<file path="src/rtl/instr_reg_sched_pkg.sv">
// Shared types and constants for the instruction-register write scheduler.
// Depth, pointer/count widths, instruction layout and scheduler states live here.
package instr_reg_sched_pkg;

  localparam int NUM_ENTRIES = 32;
  localparam int ADDR_W      = $clog2(NUM_ENTRIES);
  localparam int CNT_W       = ADDR_W + 1;

  typedef logic [ADDR_W-1:0] address_t;

  typedef enum logic [3:0] {
    ZERO  = 4'd0,
    PASSA = 4'd1,
    PASSB = 4'd2,
    ADD   = 4'd3,
    SUB   = 4'd4,
    MULT  = 4'd5,
    DIV   = 4'd6,
    MOD   = 4'd7
  } opcode_t;

  typedef logic signed [31:0] operand_t;

  typedef struct packed {
    opcode_t  opc;
    operand_t op_a;
    operand_t op_b;
  } instruction_t;

  typedef enum logic [1:0] {
    RUN   = 2'd0,
    HOLD  = 2'd1,
    FLUSH = 2'd2
  } sched_state_t;

  typedef enum logic {
    PRIO_A = 1'b0,
    PRIO_B = 1'b1
  } prio_t;

  // Pointer advance with explicit wrap so a non-power-of-two depth would still be safe.
  function automatic address_t ptr_inc(address_t p);
    return (p == address_t'(NUM_ENTRIES - 1)) ? '0 : p + address_t'(1);
  endfunction

endpackage

</file>
<file path="src/rtl/instr_reg_sched_if.sv">
// Producer/consumer/register-port bundle around instr_reg_sched.
// master = environment (producers, consumer, control); slave = the scheduler.
interface instr_reg_sched_if
  import instr_reg_sched_pkg::*;
#(
  parameter int DROP_W = 8
);

  logic               req_a;
  logic               req_b;
  instruction_t       instr_a;
  instruction_t       instr_b;
  logic               gnt_a;
  logic               gnt_b;
  logic               load_en;
  address_t           write_pointer;
  instruction_t       wr_instr;
  address_t           read_pointer;
  logic               rd_valid;
  logic               rd_ready;
  logic               hold;
  logic               flush;
  logic [CNT_W-1:0]   count;
  logic               full;
  logic               empty;
  logic [DROP_W-1:0]  drop_cnt;

  modport master (
    output req_a, req_b, instr_a, instr_b, rd_ready, hold, flush,
    input  gnt_a, gnt_b, load_en, write_pointer, wr_instr, read_pointer,
           rd_valid, count, full, empty, drop_cnt
  );

  modport slave (
    input  req_a, req_b, instr_a, instr_b, rd_ready, hold, flush,
    output gnt_a, gnt_b, load_en, write_pointer, wr_instr, read_pointer,
           rd_valid, count, full, empty, drop_cnt
  );

endinterface

</file>
<file path="src/rtl/instr_reg_sched_rr_arbiter_2.sv">
// Two-way round-robin grant with a single priority flop.
// Requests arrive already qualified; grants are combinational, prio flips after each grant.
module rr_arbiter_2
  import instr_reg_sched_pkg::*;
(
  input  logic clk,
  input  logic reset,
  input  logic req_a,
  input  logic req_b,
  output logic gnt_a,
  output logic gnt_b
);

  prio_t prio;

  always_comb begin
    gnt_a = req_a & (~req_b | (prio == PRIO_A));
    gnt_b = req_b & (~req_a | (prio == PRIO_B));
  end

  always_ff @(posedge clk or posedge reset) begin
    if (reset) begin
      prio <= PRIO_A;
    end else if (gnt_a) begin
      prio <= PRIO_B;
    end else if (gnt_b) begin
      prio <= PRIO_A;
    end
  end

endmodule

</file>
<file path="src/rtl/instr_reg_sched.sv">
// Shares the instr_register load port between two producers and walks reads out in FIFO order.
// Tracks occupancy, stalls producers when full and counts denied request-cycles.
//
//   state | meaning
//   RUN   | grants and pops allowed
//   HOLD  | frozen: no grants, no pops, pointers and count kept
//   FLUSH | one-cycle recovery after a flush; pointers and count already cleared
module instr_reg_sched
  import instr_reg_sched_pkg::*;
#(
  parameter int NUM_ENTRIES = instr_reg_sched_pkg::NUM_ENTRIES,
  parameter int DROP_W      = 8
)(
  input  logic               clk,
  input  logic               reset,
  instr_reg_sched_if.slave   bus
);

  if (NUM_ENTRIES != 2 ** $bits(address_t)) begin : g_depth_check
    $error("NUM_ENTRIES must equal 2**$bits(address_t)");
  end

  sched_state_t        state;
  address_t            wr_ptr;
  address_t            rd_ptr;
  logic [CNT_W-1:0]    count;
  logic [DROP_W-1:0]   drop_cnt;

  logic full;
  logic empty;
  logic eligible;
  logic gnt_a;
  logic gnt_b;
  logic push;
  logic rd_valid;
  logic pop;
  logic drop_hit;

  // full comes from the registered count, so a pop in the same cycle cannot reopen the port.
  assign full     = (count == CNT_W'(NUM_ENTRIES));
  assign empty    = (count == '0);
  assign eligible = (state == RUN) & ~bus.flush & ~reset & ~full;

  rr_arbiter_2 u_arb (
    .clk   (clk),
    .reset (reset),
    .req_a (bus.req_a & eligible),
    .req_b (bus.req_b & eligible),
    .gnt_a (gnt_a),
    .gnt_b (gnt_b)
  );

  assign push     = gnt_a | gnt_b;
  assign rd_valid = (state == RUN) & ~empty & ~bus.flush & ~reset;
  assign pop      = rd_valid & bus.rd_ready;
  assign drop_hit = (state == RUN) & ~bus.flush & full & (bus.req_a | bus.req_b);

  always_ff @(posedge clk or posedge reset) begin
    if (reset) begin
      state    <= RUN;
      wr_ptr   <= '0;
      rd_ptr   <= '0;
      count    <= '0;
      drop_cnt <= '0;
    end else begin
      if (bus.flush) begin
        state  <= FLUSH;
        wr_ptr <= '0;
        rd_ptr <= '0;
        count  <= '0;
      end else begin
        case (state)
          RUN:     if (bus.hold)  state <= HOLD;
          HOLD:    if (!bus.hold) state <= RUN;
          FLUSH:   state <= bus.hold ? HOLD : RUN;
          default: state <= RUN;
        endcase

        if (push) wr_ptr <= ptr_inc(wr_ptr);
        if (pop)  rd_ptr <= ptr_inc(rd_ptr);

        case ({push, pop})
          2'b10:   count <= count + CNT_W'(1);
          2'b01:   count <= count - CNT_W'(1);
          default: count <= count;
        endcase
      end

      // Saturating; only reset clears it, flush deliberately leaves it alone.
      if (drop_hit && (drop_cnt != '1)) begin
        drop_cnt <= drop_cnt + DROP_W'(1);
      end
    end
  end

  always_comb begin
    bus.wr_instr = '0;
    if (gnt_a) begin
      bus.wr_instr = bus.instr_a;
    end else if (gnt_b) begin
      bus.wr_instr = bus.instr_b;
    end
  end

  assign bus.gnt_a         = gnt_a;
  assign bus.gnt_b         = gnt_b;
  assign bus.load_en       = push;
  assign bus.write_pointer = wr_ptr;
  assign bus.read_pointer  = rd_ptr;
  assign bus.rd_valid      = rd_valid;
  assign bus.count         = count;
  assign bus.full          = full;
  assign bus.empty         = empty;
  assign bus.drop_cnt      = drop_cnt;

endmodule

</file>
<file path="src/flat_wrapper.sv">
// flat-port wrapper written by rule: the top's interface ports become plain ports
module instr_reg_sched_flat import instr_reg_sched_pkg::*;
#(
  parameter int NUM_ENTRIES = instr_reg_sched_pkg::NUM_ENTRIES,
  parameter int DROP_W      = 8
)
  (clk, reset, bus_req_a, bus_req_b, bus_instr_a, bus_instr_b, bus_rd_ready, bus_hold, bus_flush, bus_gnt_a, bus_gnt_b, bus_load_en, bus_write_pointer, bus_wr_instr, bus_read_pointer, bus_rd_valid, bus_count, bus_full, bus_empty, bus_drop_cnt);
  instr_reg_sched_if #(.DROP_W(DROP_W)) bus_i ();
  input  logic clk;
  input  logic reset;
  input wire logic [$bits(bus_i.req_a)-1:0] bus_req_a;
  input wire logic [$bits(bus_i.req_b)-1:0] bus_req_b;
  input wire logic [$bits(bus_i.instr_a)-1:0] bus_instr_a;
  input wire logic [$bits(bus_i.instr_b)-1:0] bus_instr_b;
  input wire logic [$bits(bus_i.rd_ready)-1:0] bus_rd_ready;
  input wire logic [$bits(bus_i.hold)-1:0] bus_hold;
  input wire logic [$bits(bus_i.flush)-1:0] bus_flush;
  output wire logic [$bits(bus_i.gnt_a)-1:0] bus_gnt_a;
  output wire logic [$bits(bus_i.gnt_b)-1:0] bus_gnt_b;
  output wire logic [$bits(bus_i.load_en)-1:0] bus_load_en;
  output wire logic [$bits(bus_i.write_pointer)-1:0] bus_write_pointer;
  output wire logic [$bits(bus_i.wr_instr)-1:0] bus_wr_instr;
  output wire logic [$bits(bus_i.read_pointer)-1:0] bus_read_pointer;
  output wire logic [$bits(bus_i.rd_valid)-1:0] bus_rd_valid;
  output wire logic [$bits(bus_i.count)-1:0] bus_count;
  output wire logic [$bits(bus_i.full)-1:0] bus_full;
  output wire logic [$bits(bus_i.empty)-1:0] bus_empty;
  output wire logic [$bits(bus_i.drop_cnt)-1:0] bus_drop_cnt;
  assign bus_i.req_a = bus_req_a;
  assign bus_i.req_b = bus_req_b;
  assign bus_i.instr_a = bus_instr_a;
  assign bus_i.instr_b = bus_instr_b;
  assign bus_i.rd_ready = bus_rd_ready;
  assign bus_i.hold = bus_hold;
  assign bus_i.flush = bus_flush;
  assign bus_gnt_a = bus_i.gnt_a;
  assign bus_gnt_b = bus_i.gnt_b;
  assign bus_load_en = bus_i.load_en;
  assign bus_write_pointer = bus_i.write_pointer;
  assign bus_wr_instr = bus_i.wr_instr;
  assign bus_read_pointer = bus_i.read_pointer;
  assign bus_rd_valid = bus_i.rd_valid;
  assign bus_count = bus_i.count;
  assign bus_full = bus_i.full;
  assign bus_empty = bus_i.empty;
  assign bus_drop_cnt = bus_i.drop_cnt;
  instr_reg_sched #(.NUM_ENTRIES(NUM_ENTRIES), .DROP_W(DROP_W)) u_core (.clk(clk), .reset(reset), .bus(bus_i));
endmodule
</file>
<file path="config.mk">
export PLATFORM = sky130hd
export DESIGN_NAME = instr_reg_sched_flat
export DESIGN_NICKNAME = d
export VERILOG_FILES = /design/src/rtl/instr_reg_sched_pkg.sv /design/src/rtl/instr_reg_sched_if.sv /design/src/rtl/instr_reg_sched_rr_arbiter_2.sv /design/src/rtl/instr_reg_sched.sv /design/src/flat_wrapper.sv
export SDC_FILE = /design/constraint.sdc
export NUM_CORES = 1
export LEC_CHECK = 0
export CORE_AREA = 2 2 94 96
export CTS_CLUSTER_SIZE = 12
export DETAILED_ROUTE_END_ITERATION = 6
export DIE_AREA = 0 0 96 98
export HOLD_SLACK_MARGIN = 0.05
export PLACE_DENSITY_LB_ADDON = 0.1
export SLEW_MARGIN = 10
export SYNTH_ARGS = -nofsm -noshare
export SYNTH_HDL_FRONTEND = slang
export SYNTH_SLANG_ARGS = --single-unit
</file>
<file path="constraint.sdc">
create_clock -name clk -period 3.5 [get_ports clk]
set_clock_uncertainty 0.05 [all_clocks]
set_input_delay 0.875 -clock clk [delete_from_list [all_inputs] [get_ports clk]]
set_output_delay 0.875 -clock clk [all_outputs]
set_load 0.1 [all_outputs]
</file>
==> run metrics, run 1 <==
vias=3,090; dpl cell area=6230 um^2; Synth Area in Compound Gates=a little under two fifths; num ports=241; post-route worst setup slack=between 0.06 and 0.07 ns; outcome=completed; core area=8470 um^2; post-route clock period utilization=98.1%; Worst-Margin Slew=about 0.5 ns; Row Count=34; Filler Cell Count=566; share of layout cells above drive strength 1=46.3%; GRT Resource Usage Total=about 26%; final instance area=6480 um^2; routed vias/inst=5.10; Worst EP required=2.57 ns; Num CTS Buffers=3; Syn-to-layout area delta=192%; sequential area share after synthesis=slightly above 30%; WS Path Type=reg2out; Residual DRC=0; I/O Buffers=240; CTS Root Cell=clkbuf_8; Sink Count=27; Initial Utilization=26.2%; pre-CTS worst setup slack=-0.390 ns; drt total wl=about 13,000 um; Synth Area in Simple Gates=between 15 and 20%; Synth Cell Area=2220 um^2; switching share of power=49.6%; most frequent cells in the layout=clkdlybuf4s50_1 (140), buf_12 (79), a22o_4 (65); Seq pwr share=21.5%; Die X=96 um; Hold Vio Cnt, Final=0; commonest non-fill, non-tap cell in the layout=clkdlybuf4s50_1; Max-cap violations=0; die height=98 um; Gate power share=between 60% and 70%; synth warn=0; overall power=approximately 1.8 mW; TritonCTS clock tree=yes; Net Sw Power=approximately 0.9 mW; LEAKAGE=2.92 nW; P per Cell Area=276 nW/um^2; final-report max-slew violation count=0; Post-DRT Antenna Nets=0; crit path buf inv count=3; Int Power=about 0.9 mW; Clk network pwr share=10.1%; first-pass GRT wire length=18,500 um; Mapped Nets=392; critical path data arrival time=between 2 and 3 ns; vias in the first global route=3,139; worst-path cell chain=or4_4, nor2_4, nor2_4, and3_4, buf_4, buf_4, a22o_2, buf_12; CTS max path bufs=2; Fmax achieved=291 MHz; GPL Wtd Cong=0.832; Post-Synth XOR/XNOR Area=about 4.3%; RSZ-0062 raised after global routing=no; setup violators final=0; Max stage delay cell, worst path=or4_4; Distinct cells, synth=42; Rel. slew slack=66.1%; Cell Count, Final, Fillers Out=~610; HPWL after detailed placement=~10,000 um; synthesized flop and latch total=27; adder and majority gate portion of the synthesized area=5.98%; final setup TNS=0 ns; H-tree levels=1; CP top delay family=simple AND/OR/NAND/NOR gates; CP Capture Type=output pin; Synth Instances=239; initial antenna violation count=1; worst skew pair latency=0.27 ns; DR iter-0 viols=62; startpoint types=flip-flop; Die ar.=9410 um^2; largest family of logic cells by synthesized area=compound AO/OA/AOI/OAI gates; DRT Pass-1 Iters=4; min Tclk post-route=3.43 ns; mux cell area share after synthesis=1.86%; Layout Nets=approximately 650; Min-Delay Path Class=reg2reg; CP max stage delay=between 0.5 and 0.6 ns; DR WL/cell=roughly 21 um; Hold-fix buffers, CTS=0; gr ovfl total=0; Crit Path Max Fanout=5; Clk pin slew, worst setup/hold paths=0.09 ns; dpl cells=588; average cell area after synthesis=9.28 um^2; largest net degree at the start of global routing=27; peak supply drop=between 0.5 and 0.6 mV
## power groups by stage
stage / clock network (mW) / registers (mW) / logic (mW)
after floorplan: 0 / 0.541 / 0.580
after global placement: 0 / 0.390 / 1.18
after detailed placement: 0 / 0.390 / 1.19
after CTS: 0.183 / 0.386 / 1.22
after global routing: 0.193 / 0.391 / 1.26
final: 0.180 / 0.385 / 1.22
## layer usage
metal	vias up	track usage [%]	wire length, um
li1	1465	-	-
met1	1491	29.2	4590
met2	122	47.4	6720
met3	12	7.25	1170
met4	0	4.95	173
met5	-	0	0
## cell usage after synthesis
cell type,n,area [um^2]
dfrtp_1,27,676
o211ai_1,1,7.51
and4_1,1,8.76
o21bai_1,1,7.51
nand2b_1,4,25.0
a2111o_1,1,11.3
nor4_1,2,12.5
xor2_1,5,43.8
nand3_1,3,15.0
or4b_1,2,20.0
a31oi_1,2,12.5
buf_2,4,20.0
a21oi_1,10,50.1
xnor2_1,6,52.6
a21o_1,3,22.5
or4_4,2,22.5
nor2_4,1,11.3
nor2_1,10,37.5
inv_1,4,15.0
mux2i_1,3,30.0
o311ai_1,1,8.76
or3_1,1,6.26
or2_2,1,6.26
clkbuf_1,18,67.6
o2111ai_2,1,15.0
a41oi_1,1,8.76
or4_1,3,22.5
o21ai_0,9,45.0
buf_6,1,11.3
o211a_1,1,10.0
and3_1,8,50.1
inv_2,1,3.75
nand3b_1,4,30.0
fa_1,1,20.0
nor3_1,2,10.0
o31a_1,1,8.76
a22o_1,68,596
nand4_1,4,25.0
a211oi_1,2,15.0
ha_1,9,113
nand2_1,9,33.8
mux2_2,1,11.3
## final timing paths
path                                         from                     end  slack (ns)  cells past startpoint
max in group asynchronous                   reset     u_core.bus.count[2]        2.39                      4
min in group asynchronous                   reset     u_core.bus.count[5]        0.78                      4
min                        u_core.bus.drop_cnt[7]  u_core.bus.drop_cnt[7]        0.46                      1
max                           u_core.bus.count[2]        bus_wr_instr[45]        0.07                      8
min reg2reg                u_core.bus.drop_cnt[7]  u_core.bus.drop_cnt[7]        0.46                      1
max reg2reg                   u_core.bus.count[2]     u_core.bus.count[5]        0.18                     12
## kinds of logic (layout without fill, tap and decap cells)
logic type	Yosys count	after routing
AOI/OAI and AO/OA	102	102
DFF	27	27
buffers and inverters	28	286
muxes	4	4
and+or+nand+nor	57	57
other	0	1
xor gates and xnor gates	11	11
adders and majority gates	10	10
## layout make-up
class,count,area (um^2),area share (%)
antenna,1,2.50,0.0386
tap,108,135,2.09
timing repair buffer,277,3500,54.1
multi-input combinational,184,2060,31.9
clock inverter,1,5.00,0.0773
inverter,5,35.0,0.541
clock buffer,3,41.3,0.637
sequential,27,691,10.7
## worst register-to-register path: cells and delay by family, from the launching register on
kind / cells / cell delay, ns
compound gates: 5 / 0.94
fa+ha+maj: 1 / 0.25
buf+inv: 2 / 0.19
flops: 1 / 0.52
simple gates: 4 / 1.28
## registers in the layout (all words and copies together), names as in the netlist
signal and flops:
u_core.bus.count 6, u_core.bus.write_pointer 5, u_core.bus.drop_cnt 8, u_core.u_arb.prio 1, u_core.state 2, u_core.bus.read_pointer 5
## timing repair
action / in CTS / in global routing
buffers inserted: 6 / 3
resized for setup: 11 / 2
setup endpoints to repair: 72 / 46
cloned: 4 / 0
pin swaps: 5 / 6
## through the flow
step / hold WS (ns) / util, %
after floorplan: 0.413 / -
after global placement: 0.431 / 73.6
after detailed placement: 0.437 / 73.6
after CTS: 0.456 / 76.3
after global routing: 0.484 / 76.5
final: 0.459 / 76.5
No activity file was read; power rests on OpenSTA's default activity.
==> run 2: changes to the inputs <==
--- a/config.mk
+++ b/config.mk
@@ -10,7 +10,7 @@
 export DETAILED_ROUTE_END_ITERATION = 6
 export DIE_AREA = 0 0 96 98
 export HOLD_SLACK_MARGIN = 0.05
-export PLACE_DENSITY_LB_ADDON = 0.1
+export PLACE_DENSITY_LB_ADDON = 0.12
 export SLEW_MARGIN = 10
 export SYNTH_ARGS = -nofsm -noshare
 export SYNTH_HDL_FRONTEND = slang
==> constraint.sdc (replaced) <==
create_clock -name clk -period 3.5 [get_ports clk]
set_clock_uncertainty 0.05 [all_clocks]
set_input_delay 0.875 -clock clk [delete_from_list [all_inputs] [get_ports clk]]
set_output_delay 0.875 -clock clk [all_outputs]
set_load 0.02 [all_outputs]
==> run metrics, run 2 (same netlist as run 1, synthesis figures left out) <==
outcome=completed; dpl cell area=4880 um^2; Max stage delay cell, worst path=or4_4; Clk pin slew, worst setup/hold paths=0.09 ns; Crit Path Max Fanout=7; Syn-to-layout area delta=134%; vias=3,119; Hold Vio Cnt, Final=0; HPWL after detailed placement=10,500 um; WS Path Type=in2out; top flop regs=u_core.bus.drop_cnt: 8 flops, u_core.bus.count: 6 flops; max FFs per register=8; Int Power=0.784 mW; vias in the first global route=3,204; initial antenna violation count=0; DR iter-0 viols=119; gr ovfl total=0; Row Count=34; WHS Endpoint=u_core.u_arb.prio; Ant. Diodes=0; share of layout cells above drive strength 1=28.1%; Residual DRC=0; Rel. slew slack=70.4%; post-route clock period utilization=99.7%; Initial Utilization=a little over a quarter; die height=roughly 98 um; Filler Cell Count=721; core area=8470 um^2; Gate power share=54.2%; peak supply drop=0.319 mV; met3 Resource Use GR=14.0%; CTS Root Cell=clkbuf_8; switching share of power=approximately a third; most frequent cells in the layout=clkdlybuf4s50_1 (167), a22o_1 (56), buf_2 (40); CP Capture Type=output pin; Global Route met1 Usage=between 30% and 40%; TritonCTS clock tree=yes; met2 Usage GRT=42.4%; final instance area=5190 um^2; DR WL/cell=22.5 um; Die ar.=9410 um^2; final-report max-slew violation count=0; Reg2Reg Setup Slack=between 0.3 and 0.4 ns; R2R Path Start=u_core.bus.count[2]; worst r2r path cells=13; I/O Buffers=between 200 and 250; commonest non-fill, non-tap cell in the layout=clkdlybuf4s50_1; RR Endpoint=u_core.bus.count[5]; RSZ-0062 raised after global routing=yes; DRT Pass-1 Iters=4; Min-Delay Path Class=reg2reg; Max-cap violations=0; Worst-Margin Slew=0.444 ns; CP max stage delay=roughly 0.53 ns; H-tree levels=1; CTS max path bufs=2; worst skew pair latency=0.27 ns; min Tclk post-route=3.49 ns; drt total wl=13,700 um; critical path data arrival time=2.56 ns; LEAKAGE=2.39 nW; Num CTS Buffers=3; dpl cells=596; Post-DRT Antenna Nets=0; largest net degree at the start of global routing=23; Seq pwr share=31.2%; GRT Resource Usage Total=28.0%; Clk network pwr share=14.7%; Most flops, register=u_core.bus.drop_cnt; num ports=241; worst setup path start=bus_flush; Net Sw Power=between 0.4 and 0.5 mW; routed vias/inst=~5.1; Cell Count, Final, Fillers Out=between 600 and 700; Fmax achieved=287 MHz; Hold Crit Start=u_core.u_arb.prio; setup violators final=0; first-pass GRT wire length=19,600 um; Layout Nets=between 600 and 700; overall power=1.21 mW; P per Cell Area=232 nW/um^2; Die X=96 um; Fin Hold WS=0.446 ns; gr busiest metal=met2; GPL Wtd Cong=0.862; Hold Path Depth=1; Sink Count=27; startpoint types=primary input; worst-path cell chain=buf_6, or4_4, nor2_4, and3_4, buf_12, buf_12, buf_8, a22o_1, buf_6; Worst EP required=2.57 ns
## run 2: cell types whose count changed in the layout (fill, tap and decap cells not counted), moves of 2 or more
cell             before  now
clkdlybuf4s50_1     140  167
dlygate4sd2_1         0    2
buf_2                 0   40
a22o_2                3    0
buf_4                51   29
buf_12               79    7
a22o_1                0   56
dfrtp_2               3    0
clkdlybuf4s15_2       1    5
dfrtp_1              21   27
dfrtp_4               3    0
buf_6                 1   24
a22o_4               65   12
## run 2: critical path: cells and delay by family
| kind | cells | cell delay, ns |
|---|---|---|
| AND/OR/NAND/NOR | 3 | 0.91 |
| buffers and inverters | 5 | 0.59 |
| AO/OA/AOI/OAI | 1 | 0.18 |
## run 2: final cells by class
type | instances | area [um^2] | area share, %
Timing Repair Buffer | 281 | 2740 | 52.8
Multi-Input combinational cell | 184 | 1570 | 30.3
Sequential cell | 27 | 676 | 13.0
Tap cell | 108 | 135 | 2.60
Clock buffer | 3 | 41.3 | 0.795
Inverter | 5 | 23.8 | 0.458
Clock inverter | 1 | 5.00 | 0.0963
## run 2: worst max-delay path by stage
stage,slack (ns),end,cells past startpoint
2_1_floorplan,0.02,u_core.bus.count[5],11
3_3_place_gp,-0.69,bus_wr_instr[47],7
3_5_place_dp,-0.65,bus_wr_instr[58],7
4_1_cts,0.03,bus_wr_instr[63],9
5_1_grt,-0.04,bus_wr_instr[8],9
6_report,0.01,bus_wr_instr[8],9
## run 2: metrics by stage
step	setup TNS, ns	setup slack (ns)	util (%)
after global placement	-40.72	-0.694	57.6
final	0	0.0103	61.4
after global routing	-0.199	-0.0377	61.4
after detailed placement	-40.11	-0.655	57.6
after CTS	0	0.0322	61.7
after floorplan	0	0.0175	-
## run 2: per-layer routing
metal	wire length, um	share of wire [%]	vias up
met4	35	0.26	0
li1	-	-	1471
met2	6120	45	141
met5	0	0	-
met3	1970	14	4
met1	5570	41	1503
## run 2: power by group through the flow
stage               Clock (mW)  Combinational, mW  Sequential, mW
finish                   0.177              0.654           0.376
global route             0.198              0.690           0.382
CTS                      0.186              0.653           0.376
detailed placement           0              0.612           0.381
global placement             0              0.610           0.381
floorplan                    0              0.212           0.402
## run 2: what timing repair did
item,4_1_cts,5_1_grt
gates cloned,6,0
pin swaps,16,8
setup endpoints to repair,74,41
resized for setup,228,19
hold buffers,0,0
setup buffers,4,0
==> run 3: changes to the inputs <==
--- a/config.mk
+++ b/config.mk
@@ -5,10 +5,10 @@
 export SDC_FILE = /design/constraint.sdc
 export NUM_CORES = 1
 export LEC_CHECK = 0
-export CORE_AREA = 2 2 94 96
+export CORE_MARGIN = 10
+export CORE_UTILIZATION = 29
 export CTS_CLUSTER_SIZE = 12
 export DETAILED_ROUTE_END_ITERATION = 6
-export DIE_AREA = 0 0 96 98
 export HOLD_SLACK_MARGIN = 0.05
 export PLACE_DENSITY_LB_ADDON = 0.12
 export SLEW_MARGIN = 10
==> run metrics, run 3 (same netlist as run 1, synthesis figures left out) <==
startpoint types=primary input; CP max stage delay=0.53 ns; overall power=1.23 mW; Worst EP required=2.57 ns; Max stage delay cell, worst path=or4_4; H-tree levels=1; met2 Usage GRT=approximately 45%; DRT Pass-1 Iters=4; crit path buf inv count=4; drt total wl=roughly 16,000 um; Rel. slew slack=69.3%; DR WL/cell=26.1 um; CTS max path bufs=2; CP top delay family=simple AND/OR/NAND/NOR gates; GPL Wtd Cong=0.926; Sink Count=27; Fmax achieved=287 MHz; largest net degree at the start of global routing=23; outcome=completed; WS Path Type=in2out; final-report max-slew violation count=0; Num CTS Buffers=3; Layout Nets=659; commonest non-fill, non-tap cell in the layout=clkdlybuf4s50_1; routed vias/inst=approximately 5.3; critical path data arrival time=2.56 ns; die height=107 um; dpl cell area=4890 um^2; final instance area=about 5200 um^2; top flop regs=u_core.bus.drop_cnt: 8 flops, u_core.bus.count: 6 flops; worst-path cell chain=buf_6, or4_4, nor2_4, and3_4, buf_12, buf_16, a22o_1, buf_2; gr ovfl total=0; min Tclk post-route=3.48 ns; Row Count=31; core area=7330 um^2; Syn-to-layout area delta=136%; CP Capture Type=output pin; initial antenna violation count=1; first-pass GRT wire length=22,400 um; HPWL after detailed placement=around 12,000 um; Clk pin slew, worst setup/hold paths=0.11 ns; share of layout cells above drive strength 1=27.7%; num ports=241; Hold-fix buffers, CTS=0; vias in the first global route=between 3,000 and 4,000; CTS Root Cell=clkbuf_8; Post-DRT Antenna Nets=0; Min-Delay Path Class=reg2reg; setup violators final=0; met3 Resource Use GR=6.89%; max FFs per register=8; Worst-Margin Slew=~0.46 ns; worst skew pair latency=0.28 ns; TritonCTS clock tree=yes; pre-CTS worst setup slack=-0.726 ns; post-route worst setup slack=between 0.015 and 0.02 ns; Hold Vio Cnt, Final=0; peak supply drop=0.239 mV; Initial Utilization=30.3%; Global Route met1 Usage=around 29%; Die ar.=11,500 um^2; GRT Resource Usage Total=25.4%; Crit Path Max Fanout=7; gr busiest metal=met2; vias=3,226; Residual DRC=0; Die X=107 um; most frequent cells in the layout=clkdlybuf4s50_1 (167), a22o_1 (61), buf_4 (40); P per Cell Area=234 nW/um^2; post-route clock period utilization=99.5%; I/O Buffers=240; RSZ-0062 raised after global routing=yes; Max-cap violations=0; Most flops, register=u_core.bus.drop_cnt; DR iter-0 viols=136; LEAKAGE=between 2 and 2.5 nW
==> run 3: path summary, 6_finish.rpt <==
check                                  startpoint                      to  slack, ns  depth (start not counted)
max                                     bus_flush         bus_wr_instr[2]       0.02                          8
min                        u_core.bus.drop_cnt[6]  u_core.bus.drop_cnt[6]       0.47                          1
max reg2reg                   u_core.bus.count[2]     u_core.bus.count[5]       0.27                         12
min reg2reg                u_core.bus.drop_cnt[6]  u_core.bus.drop_cnt[6]       0.47                          1
max in group asynchronous                   reset  u_core.bus.drop_cnt[7]       2.23                          4
min in group asynchronous                   reset     u_core.bus.count[4]       0.60                          3
==> run 3: worst register-to-register path: stages, from the launching register on <==
cell      delay [ns]
dfrtp_1         0.43
or4_4           0.58
nor2_4          0.17
buf_4           0.15
or3_4           0.14
inv_6           0.04
nor2_2          0.30
ha_1            0.31
o21ai_0         0.16
o21bai_1        0.11
a2111o_1        0.42
o211a_1         0.13
a41oi_1         0.16
==> run 3: layout make-up <==
| cell class | count | area, um^2 |
|---|---|---|
| Inverter | 5 | 23.8 |
| Antenna cell | 2 | 5.00 |
| Fill cell | 540 | 2090 |
| Clock buffer | 3 | 41.3 |
| Multi-Input combinational cell | 184 | 1530 |
| Clock inverter | 1 | 8.76 |
| Sequential cell | 27 | 676 |
| Tap cell | 99 | 124 |
| Timing Repair Buffer | 285 | 2830 |
==> run 3: power breakdown <==
group | switching (mW) | total, mW | leakage [nW] | internal, mW
clock network | 0.109 | 0.192 | 0.0261 | 0.0837
registers | 0.0374 | 0.377 | 0.368 | 0.340
logic | 0.287 | 0.658 | 2.01 | 0.371
total | 0.433 | 1.23 | 2.40 | 0.794
==> run 3: per-layer routing <==
| layer | vias to the layer above | routed length [um] |
|---|---|---|
| met5 | - | 0 |
| li1 | 1483 | - |
| met1 | 1560 | 5680 |
| met4 | 0 | 473 |
| met3 | 28 | 1320 |
| met2 | 155 | 8340 |
==> run 3: metrics by stage <==
stage / instances / hold WS (ns) / utilization (%) / TNS, ns
floorplan: 239 / 0.413 / - / 0
global placement: 583 / 0.435 / 66.7 / -42.82
detailed placement: 583 / 0.440 / 66.7 / -44.95
CTS: 606 / 0.466 / 71.5 / 0
global route: 605 / 0.492 / 71.4 / -0.0486
finish: 606 / 0.466 / 71.4 / 0
==> run 3: timing repair <==
item | CTS | global route
resized for setup | 282 | 30
buffers inserted | 10 | 1
gates cloned | 10 | 0
endpoints found under the setup margin | 74 | 32
hold endpoints to repair | 0 | 0
pin swaps | 18 | 11
